`config.mk`:
```
export PLATFORM = sky130hd
export DESIGN_NAME = alu_op_sequencer_flat
export DESIGN_NICKNAME = d
export VERILOG_FILES = /design/src/rtl/alu_op_sequencer_pkg.sv /design/src/rtl/alu_op_sequencer_if.sv /design/src/rtl/alu_op_sequencer_reg_sel_decoder.sv /design/src/rtl/alu_op_sequencer.sv /design/src/flat_wrapper.sv
export SDC_FILE = /design/constraint.sdc
export NUM_CORES = 1
export LEC_CHECK = 0
export CORE_AREA = 2 2 76 78
export CTS_CLUSTER_DIAMETER = 120
export DETAILED_ROUTE_END_ITERATION = 12
export DIE_AREA = 0 0 78 80
export PLACE_DENSITY = 0.69
export SLEW_MARGIN = 10
export SYNTH_ARGS = -nofsm -noshare
export SYNTH_HDL_FRONTEND = slang
export SYNTH_SLANG_ARGS = --single-unit
```
`constraint.sdc`:
```
create_clock -name clock -period 2.5 [get_ports clock]
set_input_delay 0.5 -clock clock [delete_from_list [all_inputs] [get_ports clock]]
set_output_delay 0.5 -clock clock [all_outputs]
set_load 0.005 [all_outputs]
```
`src/rtl/alu_op_sequencer_pkg.sv`:
```
// Shared types and constants for the ALU op sequencer: state enum, opcode map, IR field layout.
// The optional single-step feature is selected elsewhere with SEQ_STEP_EN.
package alu_seq_pkg;

  localparam int OPCODE_W = 5;
  localparam int FIELD_W  = 4;

  localparam int OP_MSB = 31;
  localparam int RA_LSB = 23;
  localparam int RB_LSB = 19;
  localparam int RC_LSB = 15;

  localparam logic [OPCODE_W-1:0] OP_SUB      = 5'b00011;
  localparam logic [OPCODE_W-1:0] OP_MUL      = 5'b01111;
  localparam logic [OPCODE_W-1:0] OP_DIV      = 5'b10000;
  localparam logic [OPCODE_W-1:0] OP_RFMT_MAX = 5'b01110;

  typedef enum logic [3:0] {
    IDLE, T0, T1, T2, T3, T4, T5, T6, DONE, ERR
  } seq_state_e;

  typedef enum logic [1:0] {
    K_RFMT, K_MULDIV, K_ILLEGAL
  } op_kind_e;

  typedef struct packed {
    logic [OPCODE_W-1:0] op;
    logic [FIELD_W-1:0]  ra;
    logic [FIELD_W-1:0]  rb;
    logic [FIELD_W-1:0]  rc;
  } ir_fields_t;

  function automatic op_kind_e classify(input logic [OPCODE_W-1:0] op);
    if (op <= OP_RFMT_MAX)                return K_RFMT;
    else if (op == OP_MUL || op == OP_DIV) return K_MULDIV;
    else                                   return K_ILLEGAL;
  endfunction

endpackage

```
`src/rtl/alu_op_sequencer_if.sv`:
```
// Bundle between the sequencer (slave) and the controller/Datapath side (master).
// The step input exists only when SEQ_STEP_EN is defined.
interface alu_op_sequencer_if #(
  parameter int NUM_REGS = 16
);
  import alu_seq_pkg::*;

  // start is a request accepted only while busy is low (IDLE); mem_ready is the
  // valid qualifier for memory data and is consumed only while the fetch waits in T1.
  logic                start;
  logic                mem_ready;
  logic [31:0]         ir;
`ifdef SEQ_STEP_EN
  logic                step;
`endif
  logic                PCout, MARin, IncPC, Zin, PCin, Read, MDRin, MDRout, IRin, Yin;
  logic                Zlowout, Zhighout, HIin, LOin;
  logic [NUM_REGS-1:0] Rout;
  logic [NUM_REGS-1:0] Rin;
  logic [OPCODE_W-1:0] opcode;
  logic                busy, done, err;

  modport master (
`ifdef SEQ_STEP_EN
    output step,
`endif
    output start, mem_ready, ir,
    input  PCout, MARin, IncPC, Zin, PCin, Read, MDRin, MDRout, IRin, Yin,
    input  Zlowout, Zhighout, HIin, LOin, Rout, Rin, opcode, busy, done, err
  );

  modport slave (
`ifdef SEQ_STEP_EN
    input  step,
`endif
    input  start, mem_ready, ir,
    output PCout, MARin, IncPC, Zin, PCin, Read, MDRin, MDRout, IRin, Yin,
    output Zlowout, Zhighout, HIin, LOin, Rout, Rin, opcode, busy, done, err
  );

endinterface

```
`src/rtl/alu_op_sequencer_reg_sel_decoder.sv`:
```
// Binary register index plus enable to a one-hot (or all-zero) register strobe vector.
module reg_sel_decoder #(
  parameter int NUM_REGS = 16,
  parameter int RSEL_W   = $clog2(NUM_REGS)
) (
  input  logic [RSEL_W-1:0]   idx,
  input  logic                en,
  output logic [NUM_REGS-1:0] onehot
);

  always_comb begin
    onehot = '0;
    if (en) onehot[idx] = 1'b1;
  end

endmodule

```
`src/rtl/alu_op_sequencer.sv`:
```
// Control sequencer for register-register ALU instructions: fetch, operand, writeback T states.
// Define SEQ_STEP_EN to hold every T state until a step pulse.
module alu_op_sequencer
  import alu_seq_pkg::*;
#(
  parameter int NUM_REGS    = 16,
  parameter int MEM_TIMEOUT = 15
) (
  input  logic              clock,
  input  logic              clear,
  alu_op_sequencer_if.slave bus,
  output seq_state_e        state_dbg
);

  localparam int RSEL_W = $clog2(NUM_REGS);
  localparam int WAIT_W = $clog2(MEM_TIMEOUT + 1);

  seq_state_e  state_q, state_d;
  logic [WAIT_W-1:0] wait_cnt_q, wait_cnt_d;
  ir_fields_t  ir_q, ir_d;
  ir_fields_t  live;
  op_kind_e    live_kind, held_kind;
  logic        adv;

  logic              rout_en, rin_en;
  logic [RSEL_W-1:0] rout_idx, rin_idx;
  logic              unused_ir_bits;

`ifdef SEQ_STEP_EN
  assign adv = bus.step;
`else
  assign adv = 1'b1;
`endif

  assign live.op        = bus.ir[OP_MSB -: OPCODE_W];
  assign live.ra        = bus.ir[RA_LSB +: FIELD_W];
  assign live.rb        = bus.ir[RB_LSB +: FIELD_W];
  assign live.rc        = bus.ir[RC_LSB +: FIELD_W];
  assign unused_ir_bits = ^bus.ir[RC_LSB-1:0];
  assign live_kind      = classify(live.op);
  assign held_kind      = classify(ir_q.op);
  assign state_dbg      = state_q;

  always_ff @(posedge clock or posedge clear) begin
    if (clear) begin
      state_q    <= IDLE;
      wait_cnt_q <= '0;
      ir_q       <= '0;
    end else begin
      state_q    <= state_d;
      wait_cnt_q <= wait_cnt_d;
      ir_q       <= ir_d;
    end
  end

  always_comb begin
    state_d    = state_q;
    wait_cnt_d = wait_cnt_q;
    ir_d       = ir_q;
    case (state_q)
      IDLE: if (bus.start) state_d = T0;
      T0: begin
        wait_cnt_d = '0;
        if (adv) state_d = T1;
      end
      // The timeout counts every stalled cycle, whether or not a step pulse arrives.
      T1: begin
        if (!bus.mem_ready) begin
          wait_cnt_d = wait_cnt_q + 1'b1;
          if (wait_cnt_q == WAIT_W'(MEM_TIMEOUT - 1)) state_d = ERR;
        end else if (adv) begin
          state_d = T2;
        end
      end
      T2: if (adv) state_d = T3;
      T3: begin
        if (adv) begin
          if (live_kind == K_ILLEGAL) begin
            state_d = ERR;
          end else begin
            state_d = T4;
            ir_d    = live;
          end
        end
      end
      T4: if (adv) state_d = T5;
      T5: if (adv) state_d = (held_kind == K_MULDIV) ? T6 : DONE;
      T6: if (adv) state_d = DONE;
      DONE, ERR: state_d = IDLE;
      default: state_d = IDLE;
    endcase
  end

  always_comb begin
    bus.PCout    = 1'b0;
    bus.MARin    = 1'b0;
    bus.IncPC    = 1'b0;
    bus.Zin      = 1'b0;
    bus.PCin     = 1'b0;
    bus.Read     = 1'b0;
    bus.MDRin    = 1'b0;
    bus.MDRout   = 1'b0;
    bus.IRin     = 1'b0;
    bus.Yin      = 1'b0;
    bus.Zlowout  = 1'b0;
    bus.Zhighout = 1'b0;
    bus.HIin     = 1'b0;
    bus.LOin     = 1'b0;
    bus.opcode   = '0;
    bus.done     = 1'b0;
    bus.err      = 1'b0;
    rout_en      = 1'b0;
    rout_idx     = '0;
    rin_en       = 1'b0;
    rin_idx      = '0;
    case (state_q)
      T0: begin
        bus.PCout = 1'b1;
        bus.MARin = 1'b1;
        bus.IncPC = 1'b1;
        bus.Zin   = 1'b1;
      end
      T1: begin
        bus.Zlowout = 1'b1;
        bus.PCin    = 1'b1;
        bus.Read    = 1'b1;
        bus.MDRin   = 1'b1;
      end
      T2: begin
        bus.MDRout = 1'b1;
        bus.IRin   = 1'b1;
      end
      // Decoded straight from the Datapath IR; an illegal opcode drives nothing.
      T3: begin
        if (live_kind != K_ILLEGAL) begin
          bus.Yin  = 1'b1;
          rout_en  = 1'b1;
          rout_idx = (live_kind == K_RFMT) ? live.rb[RSEL_W-1:0] : live.ra[RSEL_W-1:0];
        end
      end
      T4: begin
        rout_en    = 1'b1;
        rout_idx   = (held_kind == K_RFMT) ? ir_q.rc[RSEL_W-1:0] : ir_q.rb[RSEL_W-1:0];
        bus.opcode = ir_q.op;
        bus.Zin    = 1'b1;
      end
      T5: begin
        bus.Zlowout = 1'b1;
        if (held_kind == K_RFMT) begin
          rin_en  = 1'b1;
          rin_idx = ir_q.ra[RSEL_W-1:0];
        end else begin
          bus.LOin = 1'b1;
        end
      end
      T6: begin
        bus.Zhighout = 1'b1;
        bus.HIin     = 1'b1;
      end
      DONE: bus.done = 1'b1;
      ERR:  bus.err  = 1'b1;
      default: ;
    endcase
  end

  assign bus.busy = (state_q != IDLE);

  reg_sel_decoder #(.NUM_REGS(NUM_REGS)) u_rout_dec (
    .idx    (rout_idx),
    .en     (rout_en),
    .onehot (bus.Rout)
  );

  reg_sel_decoder #(.NUM_REGS(NUM_REGS)) u_rin_dec (
    .idx    (rin_idx),
    .en     (rin_en),
    .onehot (bus.Rin)
  );

endmodule

```
`src/flat_wrapper.sv`:
```
// flat-port wrapper written by rule: the top's interface ports become plain ports
module alu_op_sequencer_flat import alu_seq_pkg::*;
#(
  parameter int NUM_REGS    = 16,
  parameter int MEM_TIMEOUT = 15
)
  (clock, clear, state_dbg, bus_start, bus_mem_ready, bus_ir, bus_PCout, bus_MARin, bus_IncPC, bus_Zin, bus_PCin, bus_Read, bus_MDRin, bus_MDRout, bus_IRin, bus_Yin, bus_Zlowout, bus_Zhighout, bus_HIin, bus_LOin, bus_Rout, bus_Rin, bus_opcode, bus_busy, bus_done, bus_err);
  alu_op_sequencer_if #(.NUM_REGS(NUM_REGS)) bus_i ();
  input  logic clock;
  input  logic clear;
  output seq_state_e state_dbg;
  input wire logic [$bits(bus_i.start)-1:0] bus_start;
  input wire logic [$bits(bus_i.mem_ready)-1:0] bus_mem_ready;
  input wire logic [$bits(bus_i.ir)-1:0] bus_ir;
  output wire logic [$bits(bus_i.PCout)-1:0] bus_PCout;
  output wire logic [$bits(bus_i.MARin)-1:0] bus_MARin;
  output wire logic [$bits(bus_i.IncPC)-1:0] bus_IncPC;
  output wire logic [$bits(bus_i.Zin)-1:0] bus_Zin;
  output wire logic [$bits(bus_i.PCin)-1:0] bus_PCin;
  output wire logic [$bits(bus_i.Read)-1:0] bus_Read;
  output wire logic [$bits(bus_i.MDRin)-1:0] bus_MDRin;
  output wire logic [$bits(bus_i.MDRout)-1:0] bus_MDRout;
  output wire logic [$bits(bus_i.IRin)-1:0] bus_IRin;
  output wire logic [$bits(bus_i.Yin)-1:0] bus_Yin;
  output wire logic [$bits(bus_i.Zlowout)-1:0] bus_Zlowout;
  output wire logic [$bits(bus_i.Zhighout)-1:0] bus_Zhighout;
  output wire logic [$bits(bus_i.HIin)-1:0] bus_HIin;
  output wire logic [$bits(bus_i.LOin)-1:0] bus_LOin;
  output wire logic [$bits(bus_i.Rout)-1:0] bus_Rout;
  output wire logic [$bits(bus_i.Rin)-1:0] bus_Rin;
  output wire logic [$bits(bus_i.opcode)-1:0] bus_opcode;
  output wire logic [$bits(bus_i.busy)-1:0] bus_busy;
  output wire logic [$bits(bus_i.done)-1:0] bus_done;
  output wire logic [$bits(bus_i.err)-1:0] bus_err;
  assign bus_i.start = bus_start;
  assign bus_i.mem_ready = bus_mem_ready;
  assign bus_i.ir = bus_ir;
  assign bus_PCout = bus_i.PCout;
  assign bus_MARin = bus_i.MARin;
  assign bus_IncPC = bus_i.IncPC;
  assign bus_Zin = bus_i.Zin;
  assign bus_PCin = bus_i.PCin;
  assign bus_Read = bus_i.Read;
  assign bus_MDRin = bus_i.MDRin;
  assign bus_MDRout = bus_i.MDRout;
  assign bus_IRin = bus_i.IRin;
  assign bus_Yin = bus_i.Yin;
  assign bus_Zlowout = bus_i.Zlowout;
  assign bus_Zhighout = bus_i.Zhighout;
  assign bus_HIin = bus_i.HIin;
  assign bus_LOin = bus_i.LOin;
  assign bus_Rout = bus_i.Rout;
  assign bus_Rin = bus_i.Rin;
  assign bus_opcode = bus_i.opcode;
  assign bus_busy = bus_i.busy;
  assign bus_done = bus_i.done;
  assign bus_err = bus_i.err;
  alu_op_sequencer #(.NUM_REGS(NUM_REGS), .MEM_TIMEOUT(MEM_TIMEOUT)) u_core (.clock(clock), .clear(clear), .bus(bus_i), .state_dbg(state_dbg));
endmodule
```
==> key figures, run 1 <==
STA
  – Fin. Hold Viols: 0
  – Final Cycle Share: 1.195
  – Least-Margin Pin Slew: 479.1 ps
  – Setup violators final: 33
  – Peak Freq: 0.3347 GHz
  – Unrepaired setup endpoints after global routing: yes
  – Setup WS post-layout: -488.2 ps
  – Tmin final: 2988 ps
  – Final Skew: 2.515 ps
  – Fin. max-slew vios: 0
  – Worst slew margin: 0.6715

Floorplan
  – Core area: 5405 um2
  – Row count: 27
  – Die ar.: 6240 um2
  – Chip Width: 78 um
  – Initial Utilization: 0.3285
  – I/O pin cnt: 94
  – Die H: 80 um

Routing
  – Vias per cell: 5.322
  – Drt first pass iters: 4
  – WL/cell: 17.74 um
  – DR DRC count: 0
  – Starting DRT DRC Count: 99
  – Via count: 2,331
  – Final wirelength: 7.771 mm
  – Post-route ant nets: 0

Clocking
  – CTS H-tree lvls: 1
  – Clock transition at path regs: 100 ps
  – Worst skew pair latency: 280 ps
  – Clock sink total: 25
  – CTS root buffer: clkbuf_8
  – Max Root-Sink Buffers: 2
  – CTS buffer count: 3
  – CTS tree: yes

Logic synthesis
  – Complex-gate fraction of the synthesized area: 0.1184
  – Ys async rst share: 1.000
  – Synth area leader: dfrtp_1
  – Top cells by area, synth: dfrtp_1, nand2_1, nor4_1
  – FF+latch count, synth: 25
  – Yosys top cell area share: 0.3524
  – Synthesized area per cell: 8.107 um2
  – XOR/XNOR Fraction of Synth Area: 0.009866
  – Post-Syn Instances: 219
  – Simple-gate portion of the synthesized area: 0.3862
  – Largest family of logic cells by synthesized area: simple AND/OR/NAND/NOR gates
  – Syn Nets: 257
  – Sequential area share after synthesis: 0.3524
  – Distinct cells, synth: 48
  – EDFF count, synth: 0
  – Synth Cell Area: 1775 um2
  – Multiplexer area fraction after synthesis: 0.05074
  – Synth Warn #: 0
  – Synth Area in Adders: 0.01409
  – Post-synth top flop: dfrtp_1

Placement
  – Placed wire-length estimate: 4.116 mm
  – Routability Congestion: 0.8202
  – I/O Buffers: 78
  – Placed Cells: 387
  – Placed cell area: 2806 um2
  – Place WS: -912.4 ps

Status
  – Failing checks: setup timing
  – Status: complete, but fails checks

Setup path
  – R2R setup slack: 190 ps
  – Critical Path Fanout Max: 8
  – Startpoint class of the critical path: flop
  – Worst endpoint data arrival time: 2490 ps
  – Endpoint class of the critical path: primary output
  – CP required: 2000 ps
  – Worst setup path class: reg -> out

Power and ir drop
  – Internal power: 1.704 mW
  – Total power draw: 3.005 mW
  – Clock Power Share: 0.088
  – Comb pwr share: 0.651
  – Switch share: 0.4332
  – Pleak: 1.713 nW
  – Worst vdd rail ir drop: 383.9 uV
  – Pwr dens: 836.4 nW/um2
  – Reg power frac: 0.261
  – Switching power: 1.302 mW

Global routing
  – Global-route wire length before repair: 10.85 mm
  – Overflow after GRT: 0
  – Largest net degree at the start of global routing: 26
  – GRT Util Overall: 0.2168
  – Antenna violations before repair: 0
  – Vias in the first global route: 2,216

Hold path
  – HP Class: reg -> reg

Cells and area
  – Post-Layout Cell Count: 438
  – Area Growth Syn to Fin: 102.4%
  – Ant. Diodes: 0
  – Final core occ: 0.6648
  – Final Cell Area: 3593 um2
  – Share of layout cells above drive strength 1: 0.4918
  – Layout Nets: 405

Flow run
  – Max cap viols: 0
state kept, by name (all words and copies together), names as in the netlist:
name               flops
u_core.wait_cnt_q      4
u_core.ir_q           17
u_core.state_dbg       4
layout by cell type (no fill, tap or decap), drive strengths merged, types with 4 or more instances in the layout:
master	n
and2	6
buf	114
nand2	52
nand3	4
dlygate4sd2	13
dlymetal6s2s	7
inv	4
dfrtp	25
nor3	6
nand2b	6
o22ai	4
nor2	24
mux2i	9
clkdlybuf4s50	25
o22a	5
nor4	18
power groups by stage:
| stage | sequential (mW) | clock, mW | combinational (mW) |
|---|---|---|---|
| after floorplan | 0.713 | 0 | 0.751 |
| after global placement | 0.712 | 0 | 1.37 |
| after detailed placement | 0.717 | 0 | 1.39 |
| after CTS | 0.744 | 0.257 | 1.70 |
| after global routing | 0.804 | 0.287 | 2.09 |
| final | 0.785 | 0.265 | 1.96 |
metrics by stage:
step                      hold slack (ps)  TNS [ps]
after floorplan                     444.1         0
after global routing                524.2    -11740
after global placement              459.4    -15480
final                               496.7     -9872
after detailed placement            470.5    -16100
after CTS                           494.6     -5756
cell type report:
cell class              instances  area, um2
fillers                       407       1812
multi-input cells             172       1445
repair buffers                160       1360
flip-flops and latches         25      625.6
well taps                      72      90.09
clock buffers                   3      41.29
inverters                       5      23.77
clock inverters                 1      7.507
per-layer routing:
layer | vias up | part of all wire | routed length, um | GRT usage
met3 | 23 | 0.049 | 383 | 0.03054
met4 | 0 | 0.028 | 214 | 0.07719
li1 | 1069 | - | - | -
met1 | 1144 | 0.38 | 2957 | 0.2609
met5 | - | 0 | 0 | 0
met2 | 95 | 0.54 | 4215 | 0.3940
critical path, cell delays in order (launching register included):
cell	delay [ps]
dfrtp_1	420
buf_4	140
buf_6	110
or4bb_4	560
buf_8	160
o22a_4	250
buf_6	140
nor4_2	260
buf_2	170
cell usage after synthesis (2+ instances only):
library cell,instances
nor3b_1,2
dfrtp_1,25
clkbuf_1,7
buf_6,2
a21oi_1,2
nand3b_1,3
ha_1,2
and2_1,6
nor4_1,17
inv_1,4
o22a_2,2
o22a_4,2
nand2b_1,6
nor2_1,24
or4b_2,2
o22ai_1,4
mux2i_1,9
o21ai_0,2
nor4bb_1,2
nor2b_1,2
xnor2_1,2
a21o_1,2
nand2_1,52
nor3_1,6
nand3_1,4
buf_4,6
kinds of logic (layout without fill, tap and decap cells):
family,after synthesis,after routing
simple gates,135,135
flops,25,25
compound gates,24,24
buf+inv,22,169
mux,9,9
fa+ha+maj,2,2
xor+xnor,2,2
timing repair:
| item | CTS | global route |
|---|---|---|
| setup endpoints to repair | 41 | 41 |
| hold buffers | 0 | 0 |
| buffers inserted | 29 | 18 |
| gates resized for setup | 203 | 52 |
| pin swaps | 37 | 26 |
path summary, 6_finish.rpt:
path | from | endpoint | cells after the start
worst min-delay path | u_core.ir_q[4]$_DFFE_PP0P_ | u_core.ir_q[4]$_DFFE_PP0P_ | 2
worst max-delay path | u_core.state_dbg[3]$_DFFE_PP0P_ | bus_Rout[12] | 8
worst min register to register | u_core.ir_q[4]$_DFFE_PP0P_ | u_core.ir_q[4]$_DFFE_PP0P_ | 2
worst max register to register | u_core.state_dbg[3]$_DFFE_PP0P_ | u_core.ir_q[5]$_DFFE_PP0P_ | 10
min in group asynchronous | clear | u_core.ir_q[3]$_DFFE_PP0P_ | 3
max in group asynchronous | clear | u_core.state_dbg[0]$_DFFE_PP0P_ | 3
Power figures use the tool's default switching activity.
==> inputs of run 2 (changes only) <==
Settings changed: MAX_ROUTING_LAYER set to met4, SKIP_CTS_REPAIR_TIMING set to 1.
==> run 2 against run 1 <==
Against the previous run:
- the run still ends with setup timing left
- fmax increased by 2.1%
- clock power decreased by 5%
- non-clock buffer count decreased by 28
- via count decreased by 7.8%
- critical endpoint is now bus_Rout[3]
- largest power group unchanged
==> key figures, run 2 (synthesized netlist as in run 1, its figures left out) <==
Global routing
  – Antenna violations before repair: 0 (unchanged)
  – Vias in the first global route: 1,861 (-16%)
  – Global-route wire length before repair: 8.604 mm (-21%)
  – Largest net degree at the start of global routing: 26 (unchanged)
  – Overflow after GRT: 0 (unchanged)
  – GRT Util Overall: 0.1729 (-0.04394)

Cells and area
  – Commonest non-fill, non-tap cell in the layout: nand2_1
  – Register area: 625.6 um2 (unchanged)
  – Most used cells in the layout excluding fill and tap cells: nand2_1, buf_4, clkdlybuf4s50_1, dfrtp_1, dlymetal6s2s_1
  – Final core occ: 0.6241 (-0.04074)
  – Reg with most FFs: u_core.ir_q
  – Layout Nets: 378 (-6.7%)
  – Max reg flops: 17 (unchanged)
  – Area of the multi-input gates: 1414 um2 (-2.2%)
  – Area Growth Syn to Fin: 89.99%
  – Share of layout cells above drive strength 1: 0.4071 (-0.08472)
  – Filler cells: 443 (+8.8%)
  – Ant. Diodes: 0 (unchanged)

STA
  – Fin. Hold Viols: 0 (unchanged)
  – Setup violators final: 22 (-33%)
  – Peak Freq: 0.3418 GHz (+2.1%)
  – Unrepaired setup endpoints after global routing: yes
  – Setup WS post-layout: -425.6 ps (+62.52 ps)
  – Least-Margin Pin Slew: 532.8 ps (+53.69 ps)
  – Final Skew: 1.749 ps (-0.7657 ps)
  – Worst hold margin: 492.0 ps (-4.752 ps)
  – Tmin final: 2926 ps (-62.52 ps)
  – Fin. max-slew vios: 0 (unchanged)
  – Final Cycle Share: 1.170 (-0.02501)
  – Worst slew margin: 0.6347 (-0.03682)

Status
  – Failing checks: setup timing
  – Status: complete, but fails checks

Setup path
  – Startpoint class of the critical path: flop
  – Worst setup path class: reg -> out
  – R2R setup slack: 480 ps (+290 ps)
  – Endpoint class of the critical path: primary output
  – RR Endpoint: u_core.ir_q[5]$_DFFE_PP0P_
  – Critical Path Fanout Max: 8 (unchanged)
  – Worst endpoint data arrival time: 2430 ps (-60 ps)
  – Origin of the worst setup path: u_core.state_dbg[3]$_DFFE_PP0P_
  – Worst r2r src: u_core.state_dbg[3]$_DFFE_PP0P_
  – CP required: 2000 ps (about the same)
  – Reg2reg path depth: 8 (-2)

Power and ir drop
  – Pwr dens: 839.9 nW/um2 (+0.42%)
  – Pleak: 1.664 nW (-2.9%)
  – Total power draw: 2.833 mW (-5.7%)
  – Worst vdd rail ir drop: 346.2 uV (-9.8%)

Routing
  – Drt first pass iters: 4 (unchanged)
  – Post-route ant nets: 0 (unchanged)
  – Final wirelength: 6.551 mm (-16%)
  – WL/cell: 15.94 um (-10%)
  – Via count: 2,149 (-7.8%)
  – Starting DRT DRC Count: 71 (-28%)
  – DR DRC count: 0 (unchanged)
  – Vias per cell: 5.229 (-1.8%)

Floorplan
  – I/O pin cnt: 94 (unchanged)
  – Initial Utilization: 0.3285 (unchanged)
  – Row count: 27 (unchanged)
  – Die ar.: 6240 um2 (unchanged)
  – Core area: 5405 um2 (unchanged)
  – Chip Width: 78 um (unchanged)
  – Die H: 80 um (unchanged)

Clocking
  – CTS tree: yes
  – CTS H-tree lvls: 1 (unchanged)
  – Max Root-Sink Buffers: 2 (unchanged)
  – Worst skew pair latency: 270 ps (about the same)
  – CTS root buffer: clkbuf_8
  – Clock sink total: 25 (unchanged)
  – CTS buffer count: 3 (unchanged)
  – Clock transition at path regs: 90 ps (about the same)

Flow run
  – Max cap viols: 0 (unchanged)

Hold path
  – WHS Endpoint: u_core.ir_q[4]$_DFFE_PP0P_
  – HP Class: reg -> reg
  – Worst Hold Launch: u_core.ir_q[4]$_DFFE_PP0P_
  – Hold-critical path depth: 2 (unchanged)

Placement
  – I/O Buffers: 78 (unchanged)
  – Placed wire-length estimate: 4.116 mm (unchanged)
  – Routability Congestion: 0.8325 (+1.5%)
  – Place WS: -912.4 ps (unchanged)
-- run 2: cell count changes in the layout (fill, tap and decap cells not counted), moves of 4 or more --
| cell | delta |
|---|---|
| buf_2 | -15 |
| buf_4 | -17 |
| buf_6 | -11 |
| clkbuf_2 | +8 |
| clkdlybuf4s50_1 | +11 |
| dlygate4sd2_1 | -13 |
| dlymetal6s2s_1 | +11 |
| nor2_2 | -4 |
-- run 2: layout make-up --
| class | count | area share |
|---|---|---|
| Clock buffer | 3 | 0.01224 |
| Timing Repair Buffer | 132 | 0.3487 |
| Multi-Input combinational cell | 173 | 0.4191 |
| Tap cell | 72 | 0.02671 |
| Sequential cell | 25 | 0.1855 |
| Clock inverter | 1 | 0.002226 |
| Inverter | 5 | 0.005564 |
-- run 2: worst max-delay path by stage --
| stage | end | slack, ps | cells past startpoint |
|---|---|---|---|
| after CTS | bus_Rout[0] | -930 | 6 |
| after global placement | bus_Rout[11] | -900 | 6 |
| after detailed placement | bus_Rout[10] | -910 | 7 |
| final | bus_Rout[3] | -430 | 6 |
| after floorplan | bus_Rout[11] | 90 | 5 |
| after global routing | bus_Rout[8] | -460 | 7 |
-- run 2: per-stage QoR --
stage                     instances  cell area [um2]  setup TNS, ps
after floorplan                 219             1775              0
after global placement          387             2806         -15480
after detailed placement        387             2806         -16100
after CTS                       391             2855         -22050
after global routing            411             3373          -8262
final                           411             3373          -6041
-- run 2: where the power goes --
part,switching [mW],leakage (nW),internal [mW]
Clock,0.138,0.0217,0.113
Combinational,0.867,1.32,0.951
Sequential,0.190,0.318,0.574
-- run 2: critical path, stage by stage (launching register included) --
cell            delay, ps
dfrtp_1               420
buf_6                 130
or4b_4                500
or2_4                 290
o22a_4                310
nor4_1                330
dlymetal6s2s_1        180
-- run 2: per-layer routing --
| metal | global-route usage | vias up | routed length (um) |
|---|---|---|---|
| li1 | - | 1013 | - |
| met1 | 0.2092 | 1046 | 2608 |
| met2 | 0.3043 | 79 | 3455 |
| met3 | 0.02489 | 11 | 371 |
| met4 | 0.04386 | 0 | 116 |
| met5 | - | - | 0 |
